$ cat config.mk
export PLATFORM = sky130hd
export DESIGN_NAME = control_fsm
export DESIGN_NICKNAME = d
export VERILOG_FILES = /design/src/rtl/control_fsm.sv
export SDC_FILE = /design/constraint.sdc
export NUM_CORES = 1
export LEC_CHECK = 0
export ABC_AREA = 1
export BUFFER_PORTS_ARGS = -buffer_cell sky130_fd_sc_hd__buf_2
export CAP_MARGIN = 20
export CORE_UTILIZATION = 54
export CTS_BUF_LIST = sky130_fd_sc_hd__clkbuf_16
export CTS_CLUSTER_DIAMETER = 30
export CTS_CLUSTER_SIZE = 24
export DETAILED_ROUTE_END_ITERATION = 12
export GPL_ROUTABILITY_DRIVEN = 0
export PLACE_DENSITY = 0.91
export SLEW_MARGIN = 20
export SYNTH_ARGS = -nofsm -noshare
export SYNTH_HDL_FRONTEND = slang
export SYNTH_SLANG_ARGS = --single-unit
$ cat constraint.sdc
create_clock -name clk -period 3.4 [get_ports clk]
set_clock_uncertainty 0.15 [all_clocks]
set_input_delay 0.68 -clock clk [delete_from_list [all_inputs] [get_ports clk]]
set_output_delay 0.68 -clock clk [all_outputs]
set_load 0.005 [all_outputs]
$ cat src/rtl/control_fsm.sv
// Multi-cycle control unit for the 10-bit core: fetch, decode, execute, optional
// data-memory access and write-back, with a terminal HALTED state.
module control_fsm #(
   parameter logic [9:0] RESET_PC = '0
) (
   input  logic       clk,
   input  logic       rst_n,
   input  logic [9:0] imem_rdata,
   input  logic       imem_valid,
   output logic       imem_req,
   output logic [9:0] pc,
   output logic [2:0] alu_ctrl,
   output logic       alu_src_imm,
   output logic [9:0] imm_ext,
   input  logic [9:0] alu_result,
   input  logic       alu_halt,
   output logic [1:0] rf_ra,
   output logic [1:0] rf_rb,
   output logic [1:0] rf_wa,
   output logic       rf_we,
   output logic       rf_wsel,
   output logic       dmem_re,
   output logic       dmem_we,
   input  logic       dmem_ready,
   output logic       halted,
   output logic       instr_retired
);

   typedef enum logic [2:0] {
      S_IDLE,
      S_FETCH,
      S_DECODE,
      S_EXEC,
      S_MEM,
      S_WB,
      S_HALTED
   } state_t;

   typedef struct packed {
      logic       imem_req;
      logic [2:0] alu_ctrl;
      logic       alu_src_imm;
      logic [9:0] imm_ext;
      logic [1:0] rf_ra;
      logic [1:0] rf_rb;
      logic [1:0] rf_wa;
      logic       rf_we;
      logic       rf_wsel;
      logic       dmem_re;
      logic       dmem_we;
      logic       halted;
      logic       instr_retired;
   } ctl_t;

   state_t     state_q, state_d;
   logic [9:0] ir_q, ir_d;
   logic [9:0] pc_q, pc_d;
   logic       taken_q, taken_d;
   ctl_t       ctl_q, ctl_d;

   logic [3:0] op;
   logic       is_rtype, is_addi, is_lw, is_sw, is_beq, is_jmp, is_halt;
   logic [9:0] imm_sext;
   logic       in_dp;

   // The IR is taken straight from memory on the completing fetch so the
   // registered DECODE outputs can be formed in the same cycle.
   assign ir_d = (state_q == S_FETCH && imem_valid) ? imem_rdata : ir_q;

   assign op       = ir_d[9:6];
   assign is_rtype = (op <= 4'd5);
   assign is_addi  = (op == 4'd6);
   assign is_lw    = (op == 4'd7);
   assign is_sw    = (op == 4'd8);
   assign is_beq   = (op == 4'd9);
   assign is_jmp   = (op == 4'd10);
   assign is_halt  = (op == 4'd15);
   assign imm_sext = {{8{ir_d[1]}}, ir_d[1:0]};

   always_comb begin
      state_d = state_q;
      taken_d = taken_q;
      pc_d    = pc_q;
      case (state_q)
         S_IDLE:   state_d = S_FETCH;
         S_FETCH:  if (imem_valid) state_d = S_DECODE;
         S_DECODE: state_d = S_EXEC;
         S_EXEC: begin
            taken_d = (alu_result == '0);
            if (is_lw || is_sw) begin
               state_d = S_MEM;
            end else if (is_halt) begin
               if (alu_halt) state_d = S_HALTED;
            end else begin
               state_d = S_WB;
            end
         end
         S_MEM:    if (dmem_ready) state_d = S_WB;
         S_WB: begin
            if (is_jmp) begin
               pc_d = {4'b0000, ir_d[5:0]};
            end else if (is_beq && taken_q) begin
               pc_d = pc_q + 10'd1 + imm_sext;
            end else begin
               pc_d = pc_q + 10'd1;
            end
            state_d = S_FETCH;
         end
         S_HALTED: state_d = S_HALTED;
         default:  state_d = S_IDLE;
      endcase
   end

   // Outputs are decoded from the next state so that they come out of flops.
   always_comb begin
      ctl_d = '0;
      in_dp = state_d inside {S_DECODE, S_EXEC, S_MEM, S_WB};
      if (in_dp) begin
         ctl_d.rf_ra       = ir_d[5:4];
         ctl_d.rf_rb       = ir_d[3:2];
         ctl_d.alu_src_imm = is_addi || is_lw || is_sw;
         ctl_d.imm_ext     = imm_sext;
         if (is_rtype) begin
            ctl_d.alu_ctrl = op[2:0];
         end else if (is_beq) begin
            ctl_d.alu_ctrl = 3'b001;
         end else if (is_halt) begin
            ctl_d.alu_ctrl = 3'b110;
         end
      end
      ctl_d.imem_req = (state_d == S_FETCH);
      ctl_d.dmem_re  = (state_d == S_MEM) && is_lw;
      ctl_d.dmem_we  = (state_d == S_MEM) && is_sw;
      if (state_d == S_WB) begin
         ctl_d.instr_retired = 1'b1;
         ctl_d.rf_we         = is_rtype || is_addi || is_lw;
         ctl_d.rf_wsel       = is_lw;
         if (is_rtype) begin
            ctl_d.rf_wa = ir_d[1:0];
         end else if (is_addi || is_lw) begin
            ctl_d.rf_wa = ir_d[3:2];
         end
      end
      if (state_d == S_HALTED) begin
         ctl_d.halted   = 1'b1;
         ctl_d.alu_ctrl = 3'b110;
      end
   end

   always_ff @(posedge clk or negedge rst_n) begin
      if (!rst_n) begin
         state_q <= S_IDLE;
         ir_q    <= '0;
         pc_q    <= RESET_PC;
         taken_q <= 1'b0;
         ctl_q   <= '0;
      end else begin
         state_q <= state_d;
         ir_q    <= ir_d;
         pc_q    <= pc_d;
         taken_q <= taken_d;
         ctl_q   <= ctl_d;
      end
   end

   assign imem_req      = ctl_q.imem_req;
   assign pc            = pc_q;
   assign alu_ctrl      = ctl_q.alu_ctrl;
   assign alu_src_imm   = ctl_q.alu_src_imm;
   assign imm_ext       = ctl_q.imm_ext;
   assign rf_ra         = ctl_q.rf_ra;
   assign rf_rb         = ctl_q.rf_rb;
   assign rf_wa         = ctl_q.rf_wa;
   assign rf_we         = ctl_q.rf_we;
   assign rf_wsel       = ctl_q.rf_wsel;
   assign dmem_re       = ctl_q.dmem_re;
   assign dmem_we       = ctl_q.dmem_we;
   assign halted        = ctl_q.halted;
   assign instr_retired = ctl_q.instr_retired;

endmodule
==> results.md, run 1 <==
- The placeable core region is around 4800 um^2.
- The worst register-to-register path ends at pc[9].
- IR analysis of the VDD net gives a maximum drop of ~550 uV.
- Data arrives at the worst endpoint at 2.85 ns.
- In this run the register-to-register setup slack is between 0.6 and 0.7 ns.
- The area fraction of the dominant cell type after synthesis is roughly 40%.
- The y dimension of the die is about 73 um.
- The critical path capture point type is a flop.
- The startpoint identified for the worst register-to-register timing path is pc[0].
- In this run the cell area measured after placement is approximately 3000 um^2.
- Of all cell types, the one taking the most synthesized area is dfrtp_1.
- Post-CTS timing repair inserted 0 buffers for setup.
- Synthesis produced a netlist whose cell count is about 380.
- The total congestion overflow is 0.
- After layout, the design draws a total of approximately 3200 uW.
- Gates resized during post-CTS repair numbered 0.
- Of the synthesized area, sequential elements account for 39.70%.
- In this run the deepest clock path goes through 2 buffers.
- The first-pass GRT wire length is roughly 11 mm.
- The worst slack on hold paths is 0.3578 ns.
- STA puts the critical path data required time at between 3 and 4 ns.
- The die covers between 5000 and 6000 um^2.
- Entering global routing, the biggest net connects 44 pins.
- Ranked by total cell area, the synthesized netlist is headed by dfrtp_1 40%, nand2_1 13%, inv_1 7.8%, nand3_1 6.6%, nor2_1 4.7%.
- Buffers inserted to repair hold after CTS numbered 0.
- Once the floorplan was initialized, standard cells occupied 56.63% of the core.
- The number of flip-flops and latches in the synthesized netlist is 43.
- The floorplan row count is 25.
- Counting cells, the worst reg-to-reg path comes to 15.
- The smallest clock period supported by the final layout is computed as between 2 and 3 ns.
- The I/O pin count is 62.
- 0 antenna diodes ended up in the layout.
- The setup-violating endpoint count in the final report is 0.
- Setup repair after global routing left no endpoint under its margin.
- The clock network latency to the later pin of the worst-skew pair is between 0.2 and 0.3 ns.
- The number of max-slew violations in the final report came to 0.
- The number of input and output port buffers inserted is between 60 and 70.
- The run finished with clean final reports.
- STA classifies the critical path startpoint as an input port.
- Dividing total power by cell area gives a power density of just over 1000 nW/um^2.
- The max capacitance violation total is 0.
- TritonCTS built the clock tree.
- The via count of the first global-routing pass is roughly 2600.
- The area growth from synthesis to layout is 17.59%.
- Dividing the final minimum period by the clock period gives about 83%.
- The number of endpoints with negative hold slack in the final report was 0.
- The critical path is of the in -> reg type.
- The proportion of register bits with asynchronous set or reset after synthesis is between 90% and 100%.
- The achievable clock frequency is around 360 MHz.
- The most common cell in the synthesized netlist is nand2_1.
- The number of clock buffers inserted by TritonCTS is 5.
- When the netlist entered floorplanning its net count stood at between 400 and 500.
- Of the cells placed in the final design, the portion with a size suffix greater than 1 is 22.40%.
- The final net count is about 460.
- Summed over all layers, the routed wires come to about 6.7 mm.
- The clock sink total is 43.
- The H-tree depth is 2.
- The leakage power total is around 0.0018 uW.
- Yosys printed 0 warnings.
- Summing over every cut layer, the via total after detailed routing is approximately 2700.
- In this run the remaining antenna-violating nets after routing total 0.
- The overall fraction of global-route tracks in use is ~28%.
- The register clock-pin slew on the reported worst setup and hold paths is ~0.06 ns.
- Summing all non-filler instances in the final layout gives an area of about 3200 um^2.
- In this run the worst path has a maximum fanout of 18.
- The transition time at the pin with the least slew margin is a little over 0.9 ns.
- The floorplan step set the die width to between 70 and 80 um.
- The mean instance size in the synthesized netlist is 7.227 um^2.
- In this run the worst setup path begins at imem_valid.
- The path class of the tightest hold or removal check is reg -> reg.
- In this run, the number of DRC markers left after iteration 0 of detailed routing was approximately 230.
- The cell area after synthesis is 2710 um^2.
- The HPWL reported at the end of detailed placement is between 4 and 5 mm.
- The tree is rooted in a clkbuf_16.
- After detailed routing, the number of remaining DRC violations is 0.
- In the final timing run, aggregate negative setup slack is 0 ns.
- Among all flip-flop cells after synthesis, the most frequent one is dfrtp_1.
- Measured against its own limit, the worst slew margin works out to a little under two fifths.
- By count the netlist is led by 96 x nand2_1, 56 x inv_1, 43 x dfrtp_1, 36 x nand3_1, 34 x nor2_1.
- The wire length per cell is about 13 um.
- Synthesis instantiated 36 different standard cells from the library.
- Following the worst setup path forward leads to its endpoint at pc[4].
- The initial antenna violation count is 0.
- For this run, the detailed router's first-pass iteration total came to 8.
- The average vias per placed instance is between 5 and 6.
- The count of flip-flops with a built-in enable after synthesis is 0.
-- flip-flops by register name, summed over array words and instances (netlist names), 2 cells and up --
| signal | flops |
|---|---|
| rf_ra | 2 |
| pc | 10 |
| alu_ctrl | 3 |
| imm_ext | 2 |
| rf_rb | 2 |
| ir_q | 10 |
| rf_wa | 2 |
| state_q | 3 |
-- report_power, final --
part           switching (uW)  internal, uW
Sequential                141           707
Combinational            1250           615
Clock                     189           342
-- cell usage in the layout, fill, tap and decap left out, types with 3 or more instances in the layout --
cell / count
a21oi_1: 12
buf_2: 61
clkbuf_16: 5
dfrtp_1: 43
ha_1: 6
inv_1: 56
inv_2: 3
nand2_1: 96
nand2_2: 6
nand3_1: 36
nand3b_1: 3
nand4_1: 7
nor2_1: 34
nor2_2: 9
o21ai_0: 25
xor2_1: 3
-- worst max-delay path, stage by stage --
cell and delay, ns:
buf_2 0.07, inv_1 0.05, nor2_4 0.17, nand2_4 0.17, o21ai_0 0.45, ha_1 0.33
ha_1 0.17, inv_1 0.04, nand2_1 0.12, nand2_1 0.09, nand2_1 0.09, nand2_1 0.06
nand3_1 0.06, o211ai_1 0.08, a21boi_0 0.21
-- through the flow --
stage          cells  utilization, %  setup WS, ns
2_1_floorplan    375               -        0.6214
3_3_place_gp     493           63.19        0.4925
3_5_place_dp     493           63.19        0.3478
4_1_cts          500           66.59        0.6292
5_1_grt          500           66.59        0.3193
6_report         500           66.59        0.5935
-- layout make-up --
cell class,instances,area [um^2]
Timing Repair Buffer,62,312.8
Fill cell,390,1599
Multi-Input combinational cell,261,1326
Tap cell,67,83.83
Inverter,60,225.2
Sequential cell,43,1076
Clock inverter,2,37.54
Clock buffer,5,125.1
-- layer usage --
metal,vias to the layer above,share of wire [%],track usage (%)
met4,0,2.4,8.061
met2,150,49,49.84
li1,1307,-,-
met5,-,0,0
met1,1257,40,34.23
met3,27,8.5,7.182
-- cell families after synthesis --
group | Yosys count | share of synthesized area (%)
xor gates and xnor gates | 3 | 0.9697
and+or+nand+nor | 203 | 34.67
adders and majority gates | 6 | 2.770
DFF | 43 | 39.70
buffers and inverters | 71 | 11.36
AOI/OAI and AO/OA | 49 | 10.53
-- worst min path at each step --
stage,startpoint,cells past startpoint,end
final,taken_q,2,taken_q
after global routing,taken_q,2,taken_q
after CTS,taken_q,2,taken_q
after detailed placement,taken_q,2,taken_q
after global placement,taken_q,2,taken_q
after floorplan,rst_n,0,alu_ctrl[0]
No activity file was read; power rests on OpenSTA's default activity.
==> run 2: changes to the inputs <==
--- a/config.mk
+++ b/config.mk
@@ -8,13 +8,13 @@
 export ABC_AREA = 1
 export BUFFER_PORTS_ARGS = -buffer_cell sky130_fd_sc_hd__buf_2
 export CAP_MARGIN = 20
-export CORE_UTILIZATION = 54
+export CORE_UTILIZATION = 49
 export CTS_BUF_LIST = sky130_fd_sc_hd__clkbuf_16
 export CTS_CLUSTER_DIAMETER = 30
 export CTS_CLUSTER_SIZE = 24
 export DETAILED_ROUTE_END_ITERATION = 12
 export GPL_ROUTABILITY_DRIVEN = 0
-export PLACE_DENSITY = 0.91
+export PLACE_DENSITY = 0.87
 export SLEW_MARGIN = 20
 export SYNTH_ARGS = -nofsm -noshare
 export SYNTH_HDL_FRONTEND = slang
==> constraint.sdc (replaced) <==
create_clock -name clk -period 2.5 [get_ports clk]
set_clock_uncertainty 0.15 [all_clocks]
set_input_delay 0.5 -clock clk [delete_from_list [all_inputs] [get_ports clk]]
set_output_delay 0.5 -clock clk [all_outputs]
set_load 0.005 [all_outputs]
==> run 2 against run 1 <==
Compared with the run above:
- the flow now finishes with violations (negative hold slack)
- clock power is 19% higher
- via count is 6.6% higher
- combinational power is 65% higher
- design area is 8.7% higher
- worst setup slack worse by 0.55 ns
- cell count is 6.6% higher
- worst hold slack worse by 0.36 ns
- total power is 50% higher
- first-iteration DRC count is 45% higher
- clock-buffer cell count stayed put
- critical path type is now reg -> reg
- largest power group unchanged
- highest routed layer unchanged
==> results.md, run 2 (same netlist as run 1, synthesis figures left out) <==
- Outcome: finished, violations left (was finished, final reports clean).
- The checks that failed: negative hold slack.
- The peak per-stage delay on the critical path is 0.35 ns (was 0.45 ns).
- The total wirelength of the detailed-routed design is 7.795 mm (was 6.741 mm).
- The clock sink total came to 43 (unchanged).
- The required time at the worst-slack endpoint is 2.53 ns (was 3.44 ns).
- The overall fraction of global-route tracks in use is 26.87% (was 28.30%).
- The average vias per placed instance is 5.484 (was 5.482).
- The setup-violating endpoint count in the final report is 0 (unchanged).
- The total congestion overflow is 0 (unchanged).
- The slowest cell on the critical path is dfrtp_1 (was o21ai_0).
- The max capacitance violation total is 0 (unchanged).
- The clock network latency to the later pin of the worst-skew pair is 0.29 ns (about the same).
- The y dimension of the die is 76.37 um (was 72.84 um).
- The ratio of total power to cell area is 1402 nW/um^2 (was 1019 nW/um^2).
- The number of endpoints with negative hold slack in the final report is 16 (was 0).
- The type of the tightest min-delay check is in -> async (was reg -> reg).
- The layout cell share with drive strength beyond 1 is 30.89% (was 22.40%).
- The remaining design rule violation count was 0 (unchanged).
- The shortest clock period the worst path allows after layout is between 2 and 2.5 ns.
- The remaining antenna violation count after routing was 0 (unchanged).
- The most common cell after layout, fill and taps aside is nand2_1 (unchanged).
- The number of input and output port buffers inserted came to 61 (unchanged).
- The root buffer cell was clkbuf_16 (unchanged).
- The transition time at the pin with the least slew margin is 0.4947 ns (was 0.9244 ns).
- Critical Path, Cell by Cell: ha_1 > nand2_1 > inv_1 > nand3_2 > nor3_2 > xor2_1 > ha_1 > nand2_1 > inv_1 > a21oi_2 > nand3_1 > nand2_1 > nand3_1 > nand2_1 > nand2_1 (was buf_2 > inv_1 > nor2_4 > nand2_4 > o21ai_0 > ha_1 > ha_1 > inv_1 > nand2_1 > nand2_1 > nand2_1 > nand2_1 > nand3_1 > o211ai_1 > a21boi_0).
- The clock tree from TritonCTS was done (unchanged).
- The area growth from synthesis to layout is 27.84% (was 17.59%).
- The worst-case setup slack after placement is -0.07720 ns (was 0.3478 ns).
- The number of clock buffers inserted by TritonCTS is 5 (unchanged).
- The maximum fanout along the worst path is 3 (was 18).
- The most frequent cell on the critical path is nand2_1 (unchanged).
- The placeable core region is 5205 um^2 (was 4786 um^2).
- The initial antenna violation count is 0 (unchanged).
- The kind of cell adding the most delay to the critical path is simple AND/OR/NAND/NOR gates (unchanged).
- The violation count after the first detailed-route iteration is 338 (was 233).
- The HPWL reported at the end of detailed placement was 5.333 mm (was 4.935 mm).
- The end-of-flow core utilization is 66.56% (was 66.59%).
- The floorplan row count is 26 (was 25).
- The number of buffers and inverters on the critical path is 2 (was 3).
- The number of max-slew violations in the final report is 0 (unchanged).
- The register clock-pin slew on the reported worst setup and hold paths was 0.06 ns (about the same).
- The wire length per cell was 14.62 um (was 13.48 um).
- The worst vdd rail ir drop came to 725.7 uV (was 545.1 uV).
- The via count of the first global-routing pass was 2728 (was 2576).
- The chip width came to 76.37 um (was 72.84 um).
- The H-tree depth is 2 (unchanged).
- The pin count of the biggest net entering global routing was 27 (was 44).
- Static timing analysis puts the maximum clock frequency at just over 400 MHz.
- The worst slack on hold paths came to -0.005677 ns (was 0.3578 ns).
- The critical path data arrival time is 2.49 ns (was 2.85 ns).
- Setup repair after global routing missed its margin: yes (was no).
- The type of the worst setup path is reg -> reg (was in -> reg).
- The count of inserted antenna diode cells is 0 (unchanged).
- The max-slew headroom at the worst pin came to 66.67% (was 38.37%).
- The leakage power total was 0.001914 uW (was 0.001773 uW).
- The first-pass iteration count of the detailed router is 6 (was 8).
- The first-pass GRT wire length came to 12.32 mm (was 11.46 mm).
- The area of the die came to 5832 um^2 (was 5306 um^2).
- The worst path setup slack after routing is 0.03978 ns (was 0.5935 ns).
- The number of buffers on the longest clock path is 2 (unchanged).
- The count of hold buffers inserted by post-cts repair was 0 (unchanged).
- Top library cells by usage in the layout, fill and taps aside: 94 x nand2_1, 61 x buf_2, 56 x inv_1, 41 x dfrtp_1, 33 x nand3_1 (was 96 x nand2_1, 61 x buf_2, 56 x inv_1, 43 x dfrtp_1, 36 x nand3_1).
- The effective utilization at floorplan came to 52.07% (was 56.63%).
- The category of the worst setup path launch point was a flop (was input port).
- The routed via count was 2923 (was 2741).
- The final net count is 494 (was 464).
- The final cycle utilization of the critical path is 98.41%.
- The I/O pin count came to 62 (unchanged).
- The critical path capture point type is a flop (unchanged).
## run 2: worst register-to-register path, cell delays in order, from the launching register on
cell	delay, ns
dfrtp_1	0.35
ha_1	0.18
nand2_1	0.07
inv_1	0.12
nand3_2	0.14
nor3_2	0.15
xor2_1	0.25
ha_1	0.31
nand2_1	0.10
inv_1	0.06
a21oi_2	0.15
nand3_1	0.10
nand2_1	0.07
nand3_1	0.06
nand2_1	0.06
nand2_1	0.04
## run 2: path summary, 6_finish.rpt
kind	from	end	slack (ns)	cells after the start
worst min-delay path	rst_n	imem_req	-0.006	1
worst max-delay path	pc[1]	pc[9]	0.04	15
max in group asynchronous	rst_n	pc[2]	1.51	2
min in group clk	alu_result[8]	taken_q	0.24	2
worst max register to register	pc[1]	pc[9]	0.04	15
worst min register to register	taken_q	taken_q	0.39	2
## run 2: cell type report
| class | instances | area [um^2] |
|---|---|---|
| fillers | 404 | 1740 |
| clock buffers | 5 | 125.1 |
| repair buffers | 92 | 538.0 |
| well taps | 70 | 87.58 |
| flip-flops and latches | 43 | 1079 |
| clock inverters | 2 | 13.76 |
| inverters | 60 | 225.2 |
| multi-input cells | 261 | 1396 |
## run 2: metal layers
metal / GRT usage, % / routed length, um / vias to the layer above
li1: - / - / 1368
met2: 46.31 / 3727 / 202
met1: 33.08 / 2981 / 1316
met4: 10.38 / 228 / 0
met3: 5.150 / 856 / 37
met5: 0 / 0 / -
## run 2: per-stage QoR
stage	setup TNS (ns)	cell area, um^2	total power [uW]	std cells
after floorplan	0	2710	2998	375
after global placement	0	3208	3762	520
after detailed placement	-0.6039	3208	3873	520
after CTS	0	3359	4566	528
after global routing	-1.172	3465	5219	533
final	0	3465	4858	533
## run 2: power by group
part / leakage, uW / switching, uW / total, uW / internal [uW]
combinational: 0.00130 / 1930 / 3090 / 1160
sequential: 0.000544 / 171 / 1130 / 964
clock: 0.0000696 / 267 / 631 / 364
total: 0.00191 / 2370 / 4860 / 2490
## run 2: timing repair
action                                  CTS  global route
endpoints found under the setup margin    1            16
pin swaps                                 0             2
setup buffers                             1             5
hold endpoints to repair                  0             0
gates resized for setup                   1            19
